`config.mk`:
```
export PLATFORM = sky130hd
export DESIGN_NAME = kmkz_ahb_ifetch_flat
export DESIGN_NICKNAME = d
export VERILOG_FILES = /design/src/rtl/kmkz_ahb_ifetch_if.sv /design/src/rtl/kmkz_ahb_ifetch.sv /design/src/flat_wrapper.sv
export SDC_FILE = /design/constraint.sdc
export NUM_CORES = 1
export LEC_CHECK = 0
export ABC_AREA = 1
export CORE_MARGIN = 1
export CORE_UTILIZATION = 35
export CTS_BUF_LIST = sky130_fd_sc_hd__clkbuf_4
export DETAILED_ROUTE_END_ITERATION = 10
export GPL_TIMING_DRIVEN = 0
export PLACE_DENSITY = 0.89
export RECOVER_POWER = 100
export SLEW_MARGIN = 20
export SYNTH_ARGS = -nofsm -noshare
export SYNTH_HDL_FRONTEND = slang
export SYNTH_SLANG_ARGS = --single-unit
```
`constraint.sdc`:
```
create_clock -name CLK -period 2.1 [get_ports CLK]
set_clock_uncertainty 0.2 [all_clocks]
set_input_delay 0.315 -clock CLK [delete_from_list [all_inputs] [get_ports CLK]]
set_output_delay 0.315 -clock CLK [all_outputs]
set_load 0.005 [all_outputs]
```
`src/rtl/kmkz_ahb_ifetch_if.sv`:
```
// Fetch-port bundle for kmkz_ahb_ifetch: core-side request/response handshake
// plus the AHB-Lite instruction-port master and slave signals.
//   master : the fetch unit (drives the AHB master outputs and the core responses)
//   slave  : the environment (the core request side and the AHB slave response)
interface kmkz_ahb_ifetch_if;
    // core request / response
    logic [31:0] im_addr_i;
    logic        im_req_i;
    logic        im_ready_o;
    logic        flush_i;
    logic [31:0] im_data_o;
    logic        im_valid_o;
    logic        im_err_o;
    // AHB-Lite master outputs
    logic [31:0] HADDR_I;
    logic [1:0]  HTRANS_I;
    logic [2:0]  HSIZE_I;
    logic [2:0]  HBURST_I;
    logic [3:0]  HPROT_I;
    logic        HMASTLOCK_I;
    logic        HWRITE_I;
    logic [31:0] HWDATA_I;
    // AHB-Lite slave response
    logic [31:0] HRDATA_I;
    logic        HREADY_I;
    logic        HRESP_I;

    modport master (
        input  im_addr_i, im_req_i, flush_i,
        output im_ready_o, im_data_o, im_valid_o, im_err_o,
        output HADDR_I, HTRANS_I, HSIZE_I, HBURST_I, HPROT_I,
        output HMASTLOCK_I, HWRITE_I, HWDATA_I,
        input  HRDATA_I, HREADY_I, HRESP_I
    );

    modport slave (
        output im_addr_i, im_req_i, flush_i,
        input  im_ready_o, im_data_o, im_valid_o, im_err_o,
        input  HADDR_I, HTRANS_I, HSIZE_I, HBURST_I, HPROT_I,
        input  HMASTLOCK_I, HWRITE_I, HWDATA_I,
        output HRDATA_I, HREADY_I, HRESP_I
    );
endinterface

```
`src/rtl/kmkz_ahb_ifetch.sv`:
```
// Instruction-fetch AHB-Lite master. Turns core word-fetch requests into
// pipelined SINGLE/NONSEQ reads (one per cycle), absorbs wait states, and
// returns data or an error pulse to the core in request order. A flush lets
// in-flight transfers finish on the bus but drops their results.
// Ports:
//   CLK  : system/AHB clock
//   RST  : asynchronous active-high reset
//   bus  : kmkz_ahb_ifetch_if.master (core handshake + AHB-Lite master port)
module kmkz_ahb_ifetch #(
    parameter logic [3:0] HPROT_FETCH = 4'b0010
) (
    input  logic                      CLK,
    input  logic                      RST,
    kmkz_ahb_ifetch_if.master         bus
);

    localparam int unsigned AW = 32;
    localparam int unsigned DW = 32;

    localparam logic [1:0]    HTRANS_IDLE   = 2'b00;
    localparam logic [1:0]    HTRANS_NONSEQ = 2'b10;
    localparam logic [AW-1:0] WORD_MASK     = ~AW'(3);

    // address phase
    logic          ap_valid_q, ap_valid_d;
    logic [AW-1:0] ap_addr_q,  ap_addr_d;
    logic          ap_kill_q,  ap_kill_d;
    // data phase
    logic          dp_valid_q, dp_valid_d;
    logic          dp_kill_q,  dp_kill_d;
    // core response
    logic          im_valid_q, im_valid_d;
    logic          im_err_q,   im_err_d;
    logic [DW-1:0] im_data_q,  im_data_d;

    logic err1_c;
    logic ap_adv_c;
    logic ready_c;
    logic accept_c;
    logic drop_c;

    // Handshake and error-detection terms
    always_comb begin
        err1_c   = dp_valid_q & bus.HRESP_I & ~bus.HREADY_I;
        ap_adv_c = bus.HREADY_I | ~ap_valid_q;
        ready_c  = ap_adv_c & ~err1_c;
        accept_c = bus.im_req_i & ready_c;
        // a result completing now is dropped if its fetch was killed or a flush arrives with it
        drop_c   = dp_kill_q | bus.flush_i;
    end

    // Next-state logic for both pipeline stages and the core response
    always_comb begin
        ap_valid_d = ap_valid_q;
        ap_addr_d  = ap_addr_q;
        ap_kill_d  = ap_kill_q;
        dp_valid_d = dp_valid_q;
        dp_kill_d  = dp_kill_q;
        im_valid_d = 1'b0;
        im_err_d   = 1'b0;
        im_data_d  = im_data_q;

        if (err1_c) begin
            // first error cycle: withdraw the pending address phase so the
            // second error cycle shows IDLE
            ap_valid_d = 1'b0;
            ap_kill_d  = 1'b0;
        end else if (ap_adv_c) begin
            // a request taken together with flush is the redirect target: not killed
            ap_valid_d = accept_c;
            ap_addr_d  = bus.im_addr_i & WORD_MASK;
            ap_kill_d  = 1'b0;
        end else begin
            // held address phase is still issued, only its result is dropped
            ap_kill_d  = ap_kill_q | bus.flush_i;
        end

        if (bus.HREADY_I) begin
            dp_valid_d = ap_valid_q;
            dp_kill_d  = ap_kill_q | bus.flush_i;
        end else if (dp_valid_q) begin
            dp_kill_d  = dp_kill_q | bus.flush_i;
        end

        if (dp_valid_q && bus.HREADY_I) begin
            if (bus.HRESP_I) begin
                im_err_d   = ~drop_c;
            end else begin
                im_valid_d = ~drop_c;
                im_data_d  = bus.HRDATA_I;
            end
        end
    end

    // State registers
    always_ff @(posedge CLK or posedge RST) begin
        if (RST) begin
            ap_valid_q <= 1'b0;
            ap_addr_q  <= '0;
            ap_kill_q  <= 1'b0;
            dp_valid_q <= 1'b0;
            dp_kill_q  <= 1'b0;
            im_valid_q <= 1'b0;
            im_err_q   <= 1'b0;
            im_data_q  <= '0;
        end else begin
            ap_valid_q <= ap_valid_d;
            ap_addr_q  <= ap_addr_d;
            ap_kill_q  <= ap_kill_d;
            dp_valid_q <= dp_valid_d;
            dp_kill_q  <= dp_kill_d;
            im_valid_q <= im_valid_d;
            im_err_q   <= im_err_d;
            im_data_q  <= im_data_d;
        end
    end

    // Core side
    assign bus.im_ready_o  = ready_c;
    assign bus.im_valid_o  = im_valid_q;
    assign bus.im_err_o    = im_err_q;
    assign bus.im_data_o   = im_data_q;

    // AHB master side; address/transfer come straight from the address-phase register
    assign bus.HTRANS_I    = ap_valid_q ? HTRANS_NONSEQ : HTRANS_IDLE;
    assign bus.HADDR_I     = ap_addr_q;
    assign bus.HSIZE_I     = 3'b010;
    assign bus.HBURST_I    = 3'b000;
    assign bus.HPROT_I     = HPROT_FETCH;
    assign bus.HMASTLOCK_I = 1'b0;
    assign bus.HWRITE_I    = 1'b0;
    assign bus.HWDATA_I    = '0;

endmodule
```
`src/flat_wrapper.sv`:
```
// flat-port wrapper written by rule: the top's interface ports become plain ports
module kmkz_ahb_ifetch_flat 
#(
    parameter logic [3:0] HPROT_FETCH = 4'b0010
)
  (CLK, RST, bus_im_addr_i, bus_im_req_i, bus_flush_i, bus_im_ready_o, bus_im_data_o, bus_im_valid_o, bus_im_err_o, bus_HADDR_I, bus_HTRANS_I, bus_HSIZE_I, bus_HBURST_I, bus_HPROT_I, bus_HMASTLOCK_I, bus_HWRITE_I, bus_HWDATA_I, bus_HRDATA_I, bus_HREADY_I, bus_HRESP_I);
  kmkz_ahb_ifetch_if bus_i ();
  input  logic CLK;
  input  logic RST;
  input wire logic [$bits(bus_i.im_addr_i)-1:0] bus_im_addr_i;
  input wire logic [$bits(bus_i.im_req_i)-1:0] bus_im_req_i;
  input wire logic [$bits(bus_i.flush_i)-1:0] bus_flush_i;
  output wire logic [$bits(bus_i.im_ready_o)-1:0] bus_im_ready_o;
  output wire logic [$bits(bus_i.im_data_o)-1:0] bus_im_data_o;
  output wire logic [$bits(bus_i.im_valid_o)-1:0] bus_im_valid_o;
  output wire logic [$bits(bus_i.im_err_o)-1:0] bus_im_err_o;
  output wire logic [$bits(bus_i.HADDR_I)-1:0] bus_HADDR_I;
  output wire logic [$bits(bus_i.HTRANS_I)-1:0] bus_HTRANS_I;
  output wire logic [$bits(bus_i.HSIZE_I)-1:0] bus_HSIZE_I;
  output wire logic [$bits(bus_i.HBURST_I)-1:0] bus_HBURST_I;
  output wire logic [$bits(bus_i.HPROT_I)-1:0] bus_HPROT_I;
  output wire logic [$bits(bus_i.HMASTLOCK_I)-1:0] bus_HMASTLOCK_I;
  output wire logic [$bits(bus_i.HWRITE_I)-1:0] bus_HWRITE_I;
  output wire logic [$bits(bus_i.HWDATA_I)-1:0] bus_HWDATA_I;
  input wire logic [$bits(bus_i.HRDATA_I)-1:0] bus_HRDATA_I;
  input wire logic [$bits(bus_i.HREADY_I)-1:0] bus_HREADY_I;
  input wire logic [$bits(bus_i.HRESP_I)-1:0] bus_HRESP_I;
  assign bus_i.im_addr_i = bus_im_addr_i;
  assign bus_i.im_req_i = bus_im_req_i;
  assign bus_i.flush_i = bus_flush_i;
  assign bus_im_ready_o = bus_i.im_ready_o;
  assign bus_im_data_o = bus_i.im_data_o;
  assign bus_im_valid_o = bus_i.im_valid_o;
  assign bus_im_err_o = bus_i.im_err_o;
  assign bus_HADDR_I = bus_i.HADDR_I;
  assign bus_HTRANS_I = bus_i.HTRANS_I;
  assign bus_HSIZE_I = bus_i.HSIZE_I;
  assign bus_HBURST_I = bus_i.HBURST_I;
  assign bus_HPROT_I = bus_i.HPROT_I;
  assign bus_HMASTLOCK_I = bus_i.HMASTLOCK_I;
  assign bus_HWRITE_I = bus_i.HWRITE_I;
  assign bus_HWDATA_I = bus_i.HWDATA_I;
  assign bus_i.HRDATA_I = bus_HRDATA_I;
  assign bus_i.HREADY_I = bus_HREADY_I;
  assign bus_i.HRESP_I = bus_HRESP_I;
  kmkz_ahb_ifetch #(.HPROT_FETCH(HPROT_FETCH)) u_core (.CLK(CLK), .RST(RST), .bus(bus_i));
endmodule
```
Yosys cells after proc, flatten, opt, wreduce, memory -nomap -nowiden
Index checks and enable logic that the tools add are counted.
{"block": "word_totals", "ff_bits": 68, "inputBits": 70, "out_inout_bits": 113, "wordCells": 36}
{"block": "classes", "muxes": 11, "n_bitwise": 12, "n_reduce_logical": 5}
{"op": "1-bit 2-to-1 mux", "n": 10}
{"op": "1-bit NOT", "n": 5}
{"op": "1-bit AND", "n": 4}
{"op": "2-bit AND reduction", "n": 2}
{"op": "2-bit nonzero test", "n": 2}
{"op": "1-bit OR", "n": 3}
{"op": "2-bit 2-to-1 mux", "n": 1}
{"op": "1-bit logical AND", "n": 1}

Longest topological paths before layout
{"block": "logic_depth", "word_depth": 7, "mapped_depth": 6, "depth_no_buf": 5}

Worst setup path before layout
No wires, ideal clock.
{"block": "synth_timing", "path_type": "register -> output", "startpoint": "register u_core.dp_valid_q", "endpoint": "output port bus_im_ready_o", "arrival_ps": 824, "required_time_ps": 1585, "path_slack_ps": 761, "stages_incl_launch_ff": 5, "path_buffers": 1, "cell_sequence": "dfrtp_1 nand3_2 nand2_1 buf_4 inv_1"}
{"block": "synth_via", "elab_chain_len": 4}
{"element": "start, declared", "line": "kmkz_ahb_ifetch.sv:29", "source": "logic dp_valid_q, dp_valid_d;"}
{"element": "start signal, assigned", "line": "kmkz_ahb_ifetch.sv:110", "source": "dp_valid_q <= dp_valid_d;"}
{"element": "1-bit AND (2 in series)", "line": "kmkz_ahb_ifetch.sv:44", "source": "err1_c = dp_valid_q & bus.HRESP_I & ~bus.HREADY_I;"}
{"element": "1-bit NOT", "line": "kmkz_ahb_ifetch.sv:46", "source": "ready_c = ap_adv_c & ~err1_c;"}
{"element": "1-bit AND", "line": "kmkz_ahb_ifetch.sv:46"}
{"element": "end, declared", "line": "flat_wrapper.sv:13", "source": "output wire logic [$bits(bus_i.im_ready_o)-1:0] bus_im_ready_o;"}
Every way passes these cells.

Final worst setup path
{"block": "layout_timing", "startpoint": "register u_core.ap_addr_q[5] (netlist: u_core.bus.HADDR_I[5])", "endpoint": "output port bus_HADDR_I[5]"}
{"element": "start, declared", "line": "kmkz_ahb_ifetch.sv:26", "source": "logic [AW-1:0] ap_addr_q, ap_addr_d;"}
{"element": "start signal, assigned", "line": "kmkz_ahb_ifetch.sv:108", "source": "ap_addr_q <= ap_addr_d;"}
{"element": "end, declared", "line": "flat_wrapper.sv:17", "source": "output wire logic [$bits(bus_i.HADDR_I)-1:0] bus_HADDR_I;"}
No word-level cell between the ends.

==> results.md <==
- Status: completed
- Max-slew headroom: 0.499
- Combinational Power Share: 0.279
- Yosys top cell area share: 0.540
- DR vias/cell: approximately 4.2
- #FFs+latches synth: between 60 and 70
- Placement Cell Area: 0.00481 sq mm
- Worst Path Required: 1.58 ns
- Initial antenna violation count: 0
- Fin nets: 610
- Worst VDD drop: 0.000319 V
- Met3 wire length: roughly 630 microns
- Clk sinks: 68
- Wire length on met1: 3260 microns
- Worst-margin pin slew: 0.750 ns
- Critical Path AT: 1.38 ns
- Die H: between 90 and 100 microns
- Routed wire length: 7670 microns
- Net switching power: 1000 uW
- Antenna Diode Count: 0
- CP Launch Type: flop
- Layout fillers: 772
- Detailed Place HPWL: 5930 microns
- Crit Path Max Fanout: 2
- Largest net degree at the start of global routing: 36
- Tot Pwr: 3610 uW
- DRT Pass-1 Iters: 5
- Clock Latency Late Sink: 0.39 ns
- Unrepaired setup endpoints after global routing: false
- Power share of the sequential group: 0.456
- Share of cells above drive strength 1: 0.172
- Gr ovfl total: 0
- I/O Buffers: 133
- # setup viols final: 0
- Sw Share: 0.277
- Max capacitance violation total: 0
- Starting DRC count in detailed routing: 89
- Pwr Density: 731 mW/mm^2
- Cell family with most CP delay: buffers and inverters
- Final core occ: 0.566
- Final count of pins violating max slew: 0
- Synth area leaders: dfrtp_1, buf_4, nand2_1, o21ai_2, nand3_1
- Leading area contributor after synthesis: dfrtp_1
- Internal: 2610 uW
- ANT nets after route: 0
- GRT Total Usage: 0.169
- Clock transition at the registers of the reported paths: between 0.1 and 0.15 ns
- Most frequent cells in the layout: nand2_1, dfrtp_1, dlygate4sd3_1
- Hold buffer count at CTS: 0
- Core ar.: about 0.0087 sq mm
- Row count: 34
- Post-route DRC: 0
- Max Clk Rate: 527 MHz
- TritonCTS clock tree: done
- Worst Setup End Kind: output pin
- CTS Root Cell: clkbuf_4
- Starting Density: 0.361
- Drt wl/cell: 11.7 microns
- Post-route cell area: 0.00494 sq mm
- Slowest CP cell: dlygate4sd3_1
- Commonest non-fill, non-tap cell in the layout: nand2_1
- CP bufs+invs: 1
- Yosys warns: 0
- Vias in the first global route: around 2700
- Met2 WL: between 3000 and 4000 microns
- Die ar.: about 0.0094 sq mm
- Clock Power Share: 0.265
- Total CTS buffers: 9
- Syn Area/Cell: between 9 and 10 sq um
- Register area: 0.00170 sq mm
- Crit path largest cell delay: 0.59 ns
- Final hold vios: 0
- RePlAce Congestion: 0.812
- Distinct cell type count after synthesis: 16
- Die Wd: between 90 and 100 microns
- First-pass GRT wire length: 12700 microns
- Multi-input gate area: just under 0.001 sq mm
- HP Class: in -> reg
- CTS max path bufs: 2
- IO Count: 183
- Post-synthesis cell count: 347
- Sequential share of the synthesized area: 0.540
- Leakage power: 0.00263 uW
- Period utilisation layout: 0.903
- Max Used Layer: met4
- Min Tclk post-route: 1.90 ns
- Mapped Area: 0.00315 sq mm
- Area Overhead vs Synth: 56.7%
- Vias after detailed routing: 2718
- H-tree depth: 3
- Crit path cell chain: dlygate4sd3_1
- Critical setup path kind: reg -> out
-- repair_timing --
action,CTS,global route
setup buffers,4,0
endpoints found under the setup margin,1,2
hold endpoints to repair,0,0
pin swaps,2,1
resized for setup,4,2
-- Yosys cell counts, drive strengths merged --
library cell   n
inv           42
nand2         98
clkbuf         1
o21ai         35
and3           1
nor2           3
nand3         34
dfrtp         68
buf           63
conb           2
-- routing by layer --
layer | vias up | global-route usage
li1 | 1357 | -
met1 | 1218 | 0.204
met2 | 133 | 0.278
met3 | 10 | 0.0564
met4 | 0 | 0.0643
met5 | - | 0
-- state kept, by name (all words and copies together) (netlist names) --
signal,count
u_core.ap_valid_q,1
u_core.dp_kill_q,1
u_core.bus.im_err_o,1
u_core.bus.HADDR_I,30
u_core.ap_kill_q,1
u_core.bus.im_data_o,32
u_core.dp_valid_q,1
u_core.bus.im_valid_o,1
-- through the flow --
step / hold WS [ns] / TNS (ns) / worst slack, ns / cells
2_1_floorplan: 0.235 / 0 / 0.761 / 392
3_3_place_gp: 0.252 / -0.360 / -0.360 / 633
3_5_place_dp: 0.262 / -0.347 / -0.347 / 634
4_1_cts: 0.0958 / 0 / 0.0300 / 653
5_1_grt: 0.100 / 0 / 0.117 / 653
6_report: 0.136 / 0 / 0.204 / 653
-- final timing paths --
check | startpoint | endpoint | slack [ns] | cells after the start
max | u_core.bus.HADDR_I[5] | bus_HADDR_I[5] | 0.20 | 1
min reg2reg | u_core.bus.HADDR_I[23] | u_core.bus.HADDR_I[23] | 0.28 | 2
min | bus_HREADY_I | u_core.bus.im_err_o | 0.14 | 3
max in group asynchronous | RST | u_core.dp_valid_q | 0.79 | 3
min in group asynchronous | RST | u_core.bus.HADDR_I[27] | 0.31 | 2
max reg2reg | u_core.dp_valid_q | u_core.bus.im_data_o[23] | 0.29 | 5
-- kinds of logic after synthesis --
logic type	after synthesis	share of synthesized area
AO/OA/AOI/OAI	35	0.0794
buffers and inverters	106	0.200
other	2	0.00238
AND/OR/NAND/NOR	136	0.178
flip-flops	68	0.540
-- final cells by class --
class / instances / share of cell area
buffer: 63 / 0.0905
clock buffer: 9 / 0.0137
clock inverter: 7 / 0.0185
inverter: 42 / 0.0327
multi-input combinational: 218 / 0.195
sequential: 68 / 0.345
tap: 108 / 0.0274
timing repair buffer: 138 / 0.278
-- power groups by stage --
| stage | Sequential [uW] | Clock [uW] | Combinational [uW] |
|---|---|---|---|
| after global placement | 1670 | 0 | 1090 |
| after floorplan | 1700 | 0 | 425 |
| after global routing | 1680 | 1040 | 1110 |
| after detailed placement | 1680 | 0 | 1130 |
| final | 1650 | 956 | 1010 |
| after CTS | 1660 | 987 | 1140 |
(Power assumes the default switching activity.)
